### src/rtl/cdec8_ctrl.sv
// cdec8_ctrl
// Multi-cycle sequencer for the CDEC8 8-bit datapath. It fetches an opcode
// byte and, for two-byte instructions, an operand byte. It then decodes and
// executes the instruction by driving the datapath control word from the
// current state, the instruction register and the flags.
//
// Ports
//   clock    in   1   system clock, all state changes on the rising edge
//   reset_N  in   1   asynchronous, active-low reset
//   I        in   8   instruction register from the datapath
//   SZCy     in   3   flags {S,Z,Cy} from the datapath FLG register
//   run      in   1   1 = allow fetch of the next instruction
//   ctrl     out  17  {mmrw[1:0],fwr,rwr,xdst[3:0],aluop[4:0],xsrc[3:0]}
//   halted   out  1   1 while parked in the HLT state
//   state    out  8   current FSM state code, also read by the debug monitor

module cdec8_ctrl (
    input  logic        clock,
    input  logic        reset_N,
    input  logic [7:0]  I,
    input  logic [2:0]  SZCy,
    input  logic        run,
    output logic [16:0] ctrl,
    output logic        halted,
    output logic [7:0]  state
);

    localparam logic [4:0] ALU_THRU = 5'h00;
    localparam logic [4:0] ALU_INC  = 5'h01;
    localparam logic [4:0] ALU_ADD  = 5'h02;
    localparam logic [4:0] ALU_SUB  = 5'h03;
    localparam logic [4:0] ALU_AND  = 5'h04;
    localparam logic [4:0] ALU_OR   = 5'h05;
    localparam logic [4:0] ALU_XOR  = 5'h06;

    localparam logic [3:0] XS_PC    = 4'h0;
    localparam logic [3:0] XS_R     = 4'h4;
    localparam logic [3:0] XS_RDR   = 4'h5;
    localparam logic [3:0] XS_IPORT = 4'h8;
    localparam logic [3:0] XS_NONE  = 4'hF;

    localparam logic [3:0] XD_PC    = 4'h0;
    localparam logic [3:0] XD_MAR   = 4'h4;
    localparam logic [3:0] XD_WDR   = 4'h5;
    localparam logic [3:0] XD_T     = 4'h6;
    localparam logic [3:0] XD_I     = 4'h7;
    localparam logic [3:0] XD_OPORT = 4'h8;
    localparam logic [3:0] XD_NONE  = 4'hF;

    localparam logic [1:0] MM_IDLE  = 2'b00;
    localparam logic [1:0] MM_WRITE = 2'b01;
    localparam logic [1:0] MM_READ  = 2'b10;

    localparam logic [16:0] IDLE_WORD = 17'h01E0F;

    localparam logic [3:0] OP_NOP  = 4'h0;
    localparam logic [3:0] OP_LD   = 4'h1;
    localparam logic [3:0] OP_ST   = 4'h2;
    localparam logic [3:0] OP_LDI  = 4'h3;
    localparam logic [3:0] OP_MOV  = 4'h4;
    localparam logic [3:0] OP_ADD  = 4'h5;
    localparam logic [3:0] OP_SUB  = 4'h6;
    localparam logic [3:0] OP_AND  = 4'h7;
    localparam logic [3:0] OP_OR   = 4'h8;
    localparam logic [3:0] OP_XOR  = 4'h9;
    localparam logic [3:0] OP_IN   = 4'hA;
    localparam logic [3:0] OP_OUT  = 4'hB;
    localparam logic [3:0] OP_JMP  = 4'hC;
    localparam logic [3:0] OP_JCC  = 4'hD;
    localparam logic [3:0] OP_HALT = 4'hE;

    typedef enum logic [7:0] {
        ST_F0  = 8'h00,
        ST_F1  = 8'h01,
        ST_F2  = 8'h02,
        ST_DEC = 8'h03,
        ST_O0  = 8'h04,
        ST_O1  = 8'h05,
        ST_WB  = 8'h06,
        ST_MA  = 8'h07,
        ST_MR  = 8'h08,
        ST_SW  = 8'h09,
        ST_SM  = 8'h0A,
        ST_AT  = 8'h0B,
        ST_AC  = 8'h0C,
        ST_AR  = 8'h0D,
        ST_HLT = 8'hFF
    } state_t;

    state_t cur_state;

    logic [3:0] op;
    logic [3:0] rd_code;
    logic [3:0] rs_code;
    logic       uses_rd;
    logic       uses_rs;
    logic       illegal;
    logic       cond_true;
    logic [4:0] alu_sel;

    // Register field to bus code: A, B and C share codes 1..3 on both buses.
    function automatic logic [3:0] reg_code(input logic [1:0] field);
        case (field)
            2'd0:    reg_code = 4'h1;
            2'd1:    reg_code = 4'h2;
            2'd2:    reg_code = 4'h3;
            default: reg_code = 4'hF;
        endcase
    endfunction

    assign op      = I[7:4];
    assign rd_code = reg_code(I[3:2]);
    assign rs_code = reg_code(I[1:0]);

    // Instruction decode. Register field 3 only halts the machine when the
    // opcode actually reads or writes that field. Jcc uses I[1:0] as its
    // condition, so it never counts as a register use.
    always_comb begin
        uses_rd = 1'b0;
        uses_rs = 1'b0;
        alu_sel = ALU_THRU;
        case (op)
            OP_LD, OP_LDI, OP_IN: uses_rd = 1'b1;
            OP_ST, OP_OUT:        uses_rs = 1'b1;
            OP_MOV: begin
                uses_rd = 1'b1;
                uses_rs = 1'b1;
            end
            OP_ADD, OP_SUB, OP_AND, OP_OR, OP_XOR: begin
                uses_rd = 1'b1;
                uses_rs = 1'b1;
            end
            default: ;
        endcase
        case (op)
            OP_ADD:  alu_sel = ALU_ADD;
            OP_SUB:  alu_sel = ALU_SUB;
            OP_AND:  alu_sel = ALU_AND;
            OP_OR:   alu_sel = ALU_OR;
            OP_XOR:  alu_sel = ALU_XOR;
            default: alu_sel = ALU_THRU;
        endcase
        case (I[1:0])
            2'd0:    cond_true = SZCy[1];
            2'd1:    cond_true = ~SZCy[1];
            2'd2:    cond_true = SZCy[0];
            default: cond_true = SZCy[2];
        endcase
        illegal = (op == OP_HALT) || (op == 4'hF) ||
                  (uses_rd && (I[3:2] == 2'd3)) ||
                  (uses_rs && (I[1:0] == 2'd3));
    end

    // Sequencer. Fetch is F0-F2. Operand-byte instructions take the second
    // fetch O0/O1. Memory and ALU work gets its own short chains. Every
    // legal path returns to F0, and run is only looked at there, so
    // dropping run mid-instruction lets the instruction finish first.
    always_ff @(posedge clock or negedge reset_N) begin
        if (!reset_N) begin
            cur_state <= ST_F0;
        end else begin
            case (cur_state)
                ST_F0:  if (run) cur_state <= ST_F1;
                ST_F1:  cur_state <= ST_F2;
                ST_F2:  cur_state <= ST_DEC;
                ST_DEC: begin
                    if (illegal) begin
                        cur_state <= ST_HLT;
                    end else begin
                        case (op)
                            OP_NOP:                         cur_state <= ST_F0;
                            OP_LD, OP_ST, OP_LDI,
                            OP_JMP, OP_JCC:                 cur_state <= ST_O0;
                            OP_MOV, OP_IN, OP_OUT:          cur_state <= ST_WB;
                            OP_ADD, OP_SUB, OP_AND,
                            OP_OR, OP_XOR:                  cur_state <= ST_AT;
                            default:                        cur_state <= ST_HLT;
                        endcase
                    end
                end
                ST_O0:  cur_state <= ST_O1;
                ST_O1:  cur_state <= ((op == OP_LD) || (op == OP_ST)) ? ST_MA : ST_WB;
                ST_MA:  cur_state <= (op == OP_LD) ? ST_MR : ST_SW;
                ST_MR:  cur_state <= ST_WB;
                ST_SW:  cur_state <= ST_SM;
                ST_SM:  cur_state <= ST_F0;
                ST_AT:  cur_state <= ST_AC;
                ST_AC:  cur_state <= ST_AR;
                ST_AR:  cur_state <= ST_F0;
                ST_WB:  cur_state <= ST_F0;
                ST_HLT: cur_state <= ST_HLT;
                default: cur_state <= ST_F0;
            endcase
        end
    end

    logic [1:0] mmrw;
    logic       fwr;
    logic       rwr;
    logic [3:0] xdst;
    logic [4:0] aluop;
    logic [3:0] xsrc;

    // Control word. Each field starts at its idle value and the current
    // state overrides only the fields it needs. In F0 and O0 the PC goes
    // through the ALU incrementer into MAR, with R latched by rwr. fwr stays
    // low there, so PC increments never change the flags.
    always_comb begin
        mmrw  = MM_IDLE;
        fwr   = 1'b0;
        rwr   = 1'b0;
        xdst  = XD_NONE;
        aluop = ALU_THRU;
        xsrc  = XS_NONE;
        case (cur_state)
            ST_F0: begin
                if (run) begin
                    xsrc  = XS_PC;
                    aluop = ALU_INC;
                    rwr   = 1'b1;
                    xdst  = XD_MAR;
                end
            end
            ST_O0: begin
                xsrc  = XS_PC;
                aluop = ALU_INC;
                rwr   = 1'b1;
                xdst  = XD_MAR;
            end
            ST_F1, ST_O1: begin
                xsrc = XS_R;
                xdst = XD_PC;
                mmrw = MM_READ;
            end
            ST_F2: begin
                xsrc = XS_RDR;
                xdst = XD_I;
            end
            ST_MA: begin
                xsrc = XS_RDR;
                xdst = XD_MAR;
            end
            ST_MR: mmrw = MM_READ;
            ST_SW: begin
                xsrc = rs_code;
                xdst = XD_WDR;
            end
            ST_SM: mmrw = MM_WRITE;
            ST_AT: begin
                xsrc = rs_code;
                xdst = XD_T;
            end
            ST_AC: begin
                xsrc  = rd_code;
                aluop = alu_sel;
                rwr   = 1'b1;
                fwr   = 1'b1;
            end
            ST_AR: begin
                xsrc = XS_R;
                xdst = rd_code;
            end
            ST_WB: begin
                case (op)
                    OP_LD, OP_LDI: begin
                        xsrc = XS_RDR;
                        xdst = rd_code;
                    end
                    OP_MOV: begin
                        xsrc = rs_code;
                        xdst = rd_code;
                    end
                    OP_IN: begin
                        xsrc = XS_IPORT;
                        xdst = rd_code;
                    end
                    OP_OUT: begin
                        xsrc = rs_code;
                        xdst = XD_OPORT;
                    end
                    OP_JMP: begin
                        xsrc = XS_RDR;
                        xdst = XD_PC;
                    end
                    OP_JCC: begin
                        if (cond_true) begin
                            xsrc = XS_RDR;
                            xdst = XD_PC;
                        end
                    end
                    default: ;
                endcase
            end
            default: ;
        endcase
    end

    // Reset forces the idle word straight away. Without this, F0 with run
    // high would show a PC increment while reset is still asserted.
    assign ctrl   = reset_N ? {mmrw, fwr, rwr, xdst, aluop, xsrc} : IDLE_WORD;
    assign halted = (cur_state == ST_HLT);
    assign state  = cur_state;

endmodule

### config.mk
export PLATFORM = sky130hd
export DESIGN_NAME = cdec8_ctrl
export DESIGN_NICKNAME = d
export VERILOG_FILES = /design/src/rtl/cdec8_ctrl.sv
export SDC_FILE = /design/constraint.sdc
export NUM_CORES = 1
export LEC_CHECK = 0
export BUFFER_PORTS_ARGS = -buffer_cell sky130_fd_sc_hd__buf_2
export CAP_MARGIN = 30
export CORE_ASPECT_RATIO = 0.6
export CORE_MARGIN = 4
export CORE_UTILIZATION = 55
export DETAILED_ROUTE_END_ITERATION = 12
export GPL_TIMING_DRIVEN = 0
export PLACE_DENSITY = 0.93
export SYNTH_ARGS = -nofsm -noshare
export SYNTH_HDL_FRONTEND = slang
export SYNTH_SLANG_ARGS = --single-unit
### constraint.sdc
create_clock -name clock -period 3.2 [get_ports clock]
set_input_delay 0.64 -clock clock [delete_from_list [all_inputs] [get_ports clock]]
set_output_delay 0.64 -clock clock [all_outputs]
set_load 0.03 [all_outputs]
==> run summary <==
CELLS AND AREA
-------------------------------------------------------------------------------------------
Antenna Diode Count                                                                       0
Final-stage net count                                                                   266
Layout cell share with drive strength beyond 1                                        0.226
Area delta synth->final                                                               21.4%
Sequential cell area                                                                125 um2
Filler cell count in the final layout                                                   204
Layout Utilization                                                                    0.718
Number of flip-flops under the largest register name                                      5
Area used by multi-input combinational logic                                       1060 um2

CRITICAL PATH
-------------------------------------------------------------------------------------------
Worst Reg-to-Reg Cells                                                                    6
Category of the worst setup path launch point                                     flip-flop
Kind of capture point of the worst setup path                                   output port
Type of the worst setup path                                                        reg2out
CP max stage cell                                                              sky130_fd_sc_hd__or4_1
Delay of the slowest cell on the worst path                                         0.55 ns
Worst R2R End                                                                  state[2]$_DFFE_PN0N_
Peak fanout along the critical path                                                      10
Cells along the critical path                                                  clkbuf_1 > nand2_1 > o22ai_1 > a221o_1 > or4_1 > buf_2
Flop2flop setup slack                                                               1.11 ns
Top cell family by delay on the critical path                                  simple AND/OR/NAND/NOR gates
CP startpoint                                                                  state[0]$_DFFE_PN0N_
Number of buffers and inverters on the critical path                                      2
Critical path data arrival time                                                     2.44 ns
Reg2Reg Launch Point                                                           state[1]$_DFFE_PN0N_
Required time reported for the critical path endpoint                               2.56 ns

SYNTH
-------------------------------------------------------------------------------------------
Top cell type by total area after synthesis                                    sky130_fd_sc_hd__dfrtp_1
Count of different cell masters after synthesis                                          56
Synth top cells by count                                                       sky130_fd_sc_hd__nand2_1 (21), sky130_fd_sc_hd__a21oi_1 (18), sky130_fd_sc_hd__nor2_1 (18), sky130_fd_sc_hd__o21ai_0 (15), sky130_fd_sc_hd__clkbuf_1 (10)
Cell with the most instances after synthesis                                   sky130_fd_sc_hd__nand2_1
Area contributors post-synth                                                   sky130_fd_sc_hd__dfrtp_1 (9.6%), sky130_fd_sc_hd__a21oi_1 (6.9%), sky130_fd_sc_hd__nand2_1 (6.0%), sky130_fd_sc_hd__o21ai_0 (5.7%), sky130_fd_sc_hd__nor2_1 (5.2%)
Fraction of the yosys area taken by sequential cells                                 0.0957
Ys async rst share                                                                     1.00
Yosys synthesis warning count                                                             0
Syn Area/Cell                                                                      6.35 um2
Cell count after synthesis                                                              206
Post-synth design cell area                                                        1310 um2
Predominant post-synthesis flop cell                                           sky130_fd_sc_hd__dfrtp_1
Post-synthesis register bit count                                                         5
Area share of the leading cell type in the synthesized netlist                       0.0957
EDFF count, synth                                                                         0

DRT
-------------------------------------------------------------------------------------------
Detail-routed net length per standard cell                                          16.7 um
Number of vias after detailed routing                                                  1800
First-pass detailed-route iteration total                                                 5
Remaining number of nets flagged by the antenna check after routing                       0
Total length of routed wires                                                        4640 um
Mean number of vias per cell                                                           6.47
Post-route DRC violation count                                                            0
Number of design-rule violations left by the first detailed-router iteration            277

TIMING
-------------------------------------------------------------------------------------------
Setup repair after global routing missed its margin                                      no
Post-route clock period utilization                                                   0.962
Fmax                                                                                325 MHz
# setup viols final                                                                       0
Largest clock skew in the final design                                           0.00646 ns
Transition at the pin with the smallest max-transition slack                       0.538 ns
Smallest hold slack                                                                0.251 ns
Worst max-slew margin expressed relative to the limit                                 0.640
Endpoints failing hold                                                                    0
Post-route minimum period                                                           3.08 ns
Final sum of negative setup slack                                                      0 ns
Least setup slack across all paths after layout                                    0.121 ns
Final count of pins violating max slew                                                    0

PLACED DESIGN
-------------------------------------------------------------------------------------------
Routability-driven placement congestion ratio                                          1.01
Buffers added on ports                                                                   37
Worst slack after detailed placement                                               0.120 ns
Detailed placement HPWL                                                             3510 um

CTS
-------------------------------------------------------------------------------------------
Number of CTS-inserted buffers                                                            3
Deepest clock path buffer count                                                           2
CTS Root Cell                                                                  sky130_fd_sc_hd__clkbuf_8
H-tree Lvls                                                                               1
Sinks on Clock Net                                                                        5
CTS tree                                                                              built
Clk_lat worst skew                                                                  0.23 ns
CTS clk-pin slew, worst paths                                                       0.04 ns

GRT
-------------------------------------------------------------------------------------------
Pin count of the biggest net entering global routing                                     12
Via count of the first global-routing pass                                             1567
Antenna violations before repair                                                          0
Wire length of the first global-routing pass                                        7460 um
Total global-route track usage                                                        0.295
Remaining global-route overflow                                                           0

HOLD PATH
-------------------------------------------------------------------------------------------
HP Class                                                                           in2async

FLOORPLAN
-------------------------------------------------------------------------------------------
Die Area                                                                           3250 um2
Std cell rows                                                                            13
Die height                                                                          45.8 um
Initial Util                                                                          0.591
I/O pins                                                                                 40
Core region area                                                                   2210 um2
X dimension of the die                                                              70.9 um

POWER AND IR DROP
-------------------------------------------------------------------------------------------
Maximum vdd ir drop                                                                0.682 mV
Static leakage                                                                     0.682 nW
Total power per unit cell area                                                   788 nW/um2

STATUS
-------------------------------------------------------------------------------------------
Run status                                                                     finished clean

FLOW RUN
-------------------------------------------------------------------------------------------
Count of maximum capacitance violations                                                   0

## power breakdown
part | internal [W] | switching (W)
combinational | 0.000329 | 0.000674
clock | 0.0000858 | 0.0000342
sequential | 0.0000883 | 0.0000392
total | 0.000503 | 0.000747
## worst max path at each step
stage / end / cells past startpoint
CTS: ctrl[11] / 8
finish: ctrl[0] / 6
detailed placement: ctrl[11] / 8
global placement: ctrl[11] / 8
floorplan: ctrl[4] / 5
global route: ctrl[1] / 8
## final cells by class
class | instances | share of cell area
Clock buffer | 4 | 0.0284
Inverter | 6 | 0.0142
Buffer | 22 | 0.0693
Multi-Input combinational cell | 174 | 0.669
Timing Repair Buffer | 37 | 0.117
Sequential cell | 5 | 0.0788
Tap cell | 30 | 0.0236
## stage by stage
stage | power, W | std cells | area [um2]
final | 0.00125 | 278 | 1590
after detailed placement | 0.00109 | 274 | 1530
after global routing | 0.00133 | 278 | 1590
after CTS | 0.00122 | 278 | 1580
after floorplan | 0.000839 | 207 | 1310
after global placement | 0.00108 | 274 | 1530
## per-layer routing
layer | share of wire | up-vias | wire length (um) | global-route usage
met5 | 0 | - | 0 | 0
met4 | 0.026 | 0 | 119 | 0.0936
met3 | 0.15 | 21 | 685 | 0.0683
met2 | 0.40 | 145 | 1840 | 0.444
met1 | 0.43 | 784 | 1990 | 0.418
li1 | - | 850 | - | -
## what timing repair did
item                                    CTS  global route
hold buffers                              0             0
endpoints found under the setup margin    0             4
resized for setup                         0             3
setup buffers                             0             0
## cells in the final DEF (no fill, tap or decap), types with 3 or more instances in the layout
cell	count
sky130_fd_sc_hd__o21ai_0	15
sky130_fd_sc_hd__nor3_1	8
sky130_fd_sc_hd__nand3_1	6
sky130_fd_sc_hd__dfrtp_1	5
sky130_fd_sc_hd__inv_1	5
sky130_fd_sc_hd__nor2b_1	9
sky130_fd_sc_hd__o21a_1	3
sky130_fd_sc_hd__o2111ai_1	3
sky130_fd_sc_hd__clkbuf_8	3
sky130_fd_sc_hd__nor2_1	18
sky130_fd_sc_hd__o22ai_1	3
sky130_fd_sc_hd__buf_1	3
sky130_fd_sc_hd__nor3b_1	3
sky130_fd_sc_hd__buf_4	6
sky130_fd_sc_hd__a21oi_1	18
sky130_fd_sc_hd__ha_1	3
sky130_fd_sc_hd__a31oi_1	6
sky130_fd_sc_hd__nand2b_1	7
sky130_fd_sc_hd__a22oi_1	4
sky130_fd_sc_hd__nand2_1	21
sky130_fd_sc_hd__buf_2	40
sky130_fd_sc_hd__clkbuf_1	10
## kinds of logic (layout without fill, tap and decap cells)
kind of cell	after synthesis	after routing	synth area share
xor gates and xnor gates	3	3	0.0201
AOI/OAI and AO/OA	76	76	0.388
adders and majority gates	3	3	0.0287
muxes	3	3	0.0239
DFF	5	5	0.0957
other	1	2	0.00287
and+or+nand+nor	87	87	0.341
buffers and inverters	28	69	0.100
No activity file was read; power rests on OpenSTA's default activity.
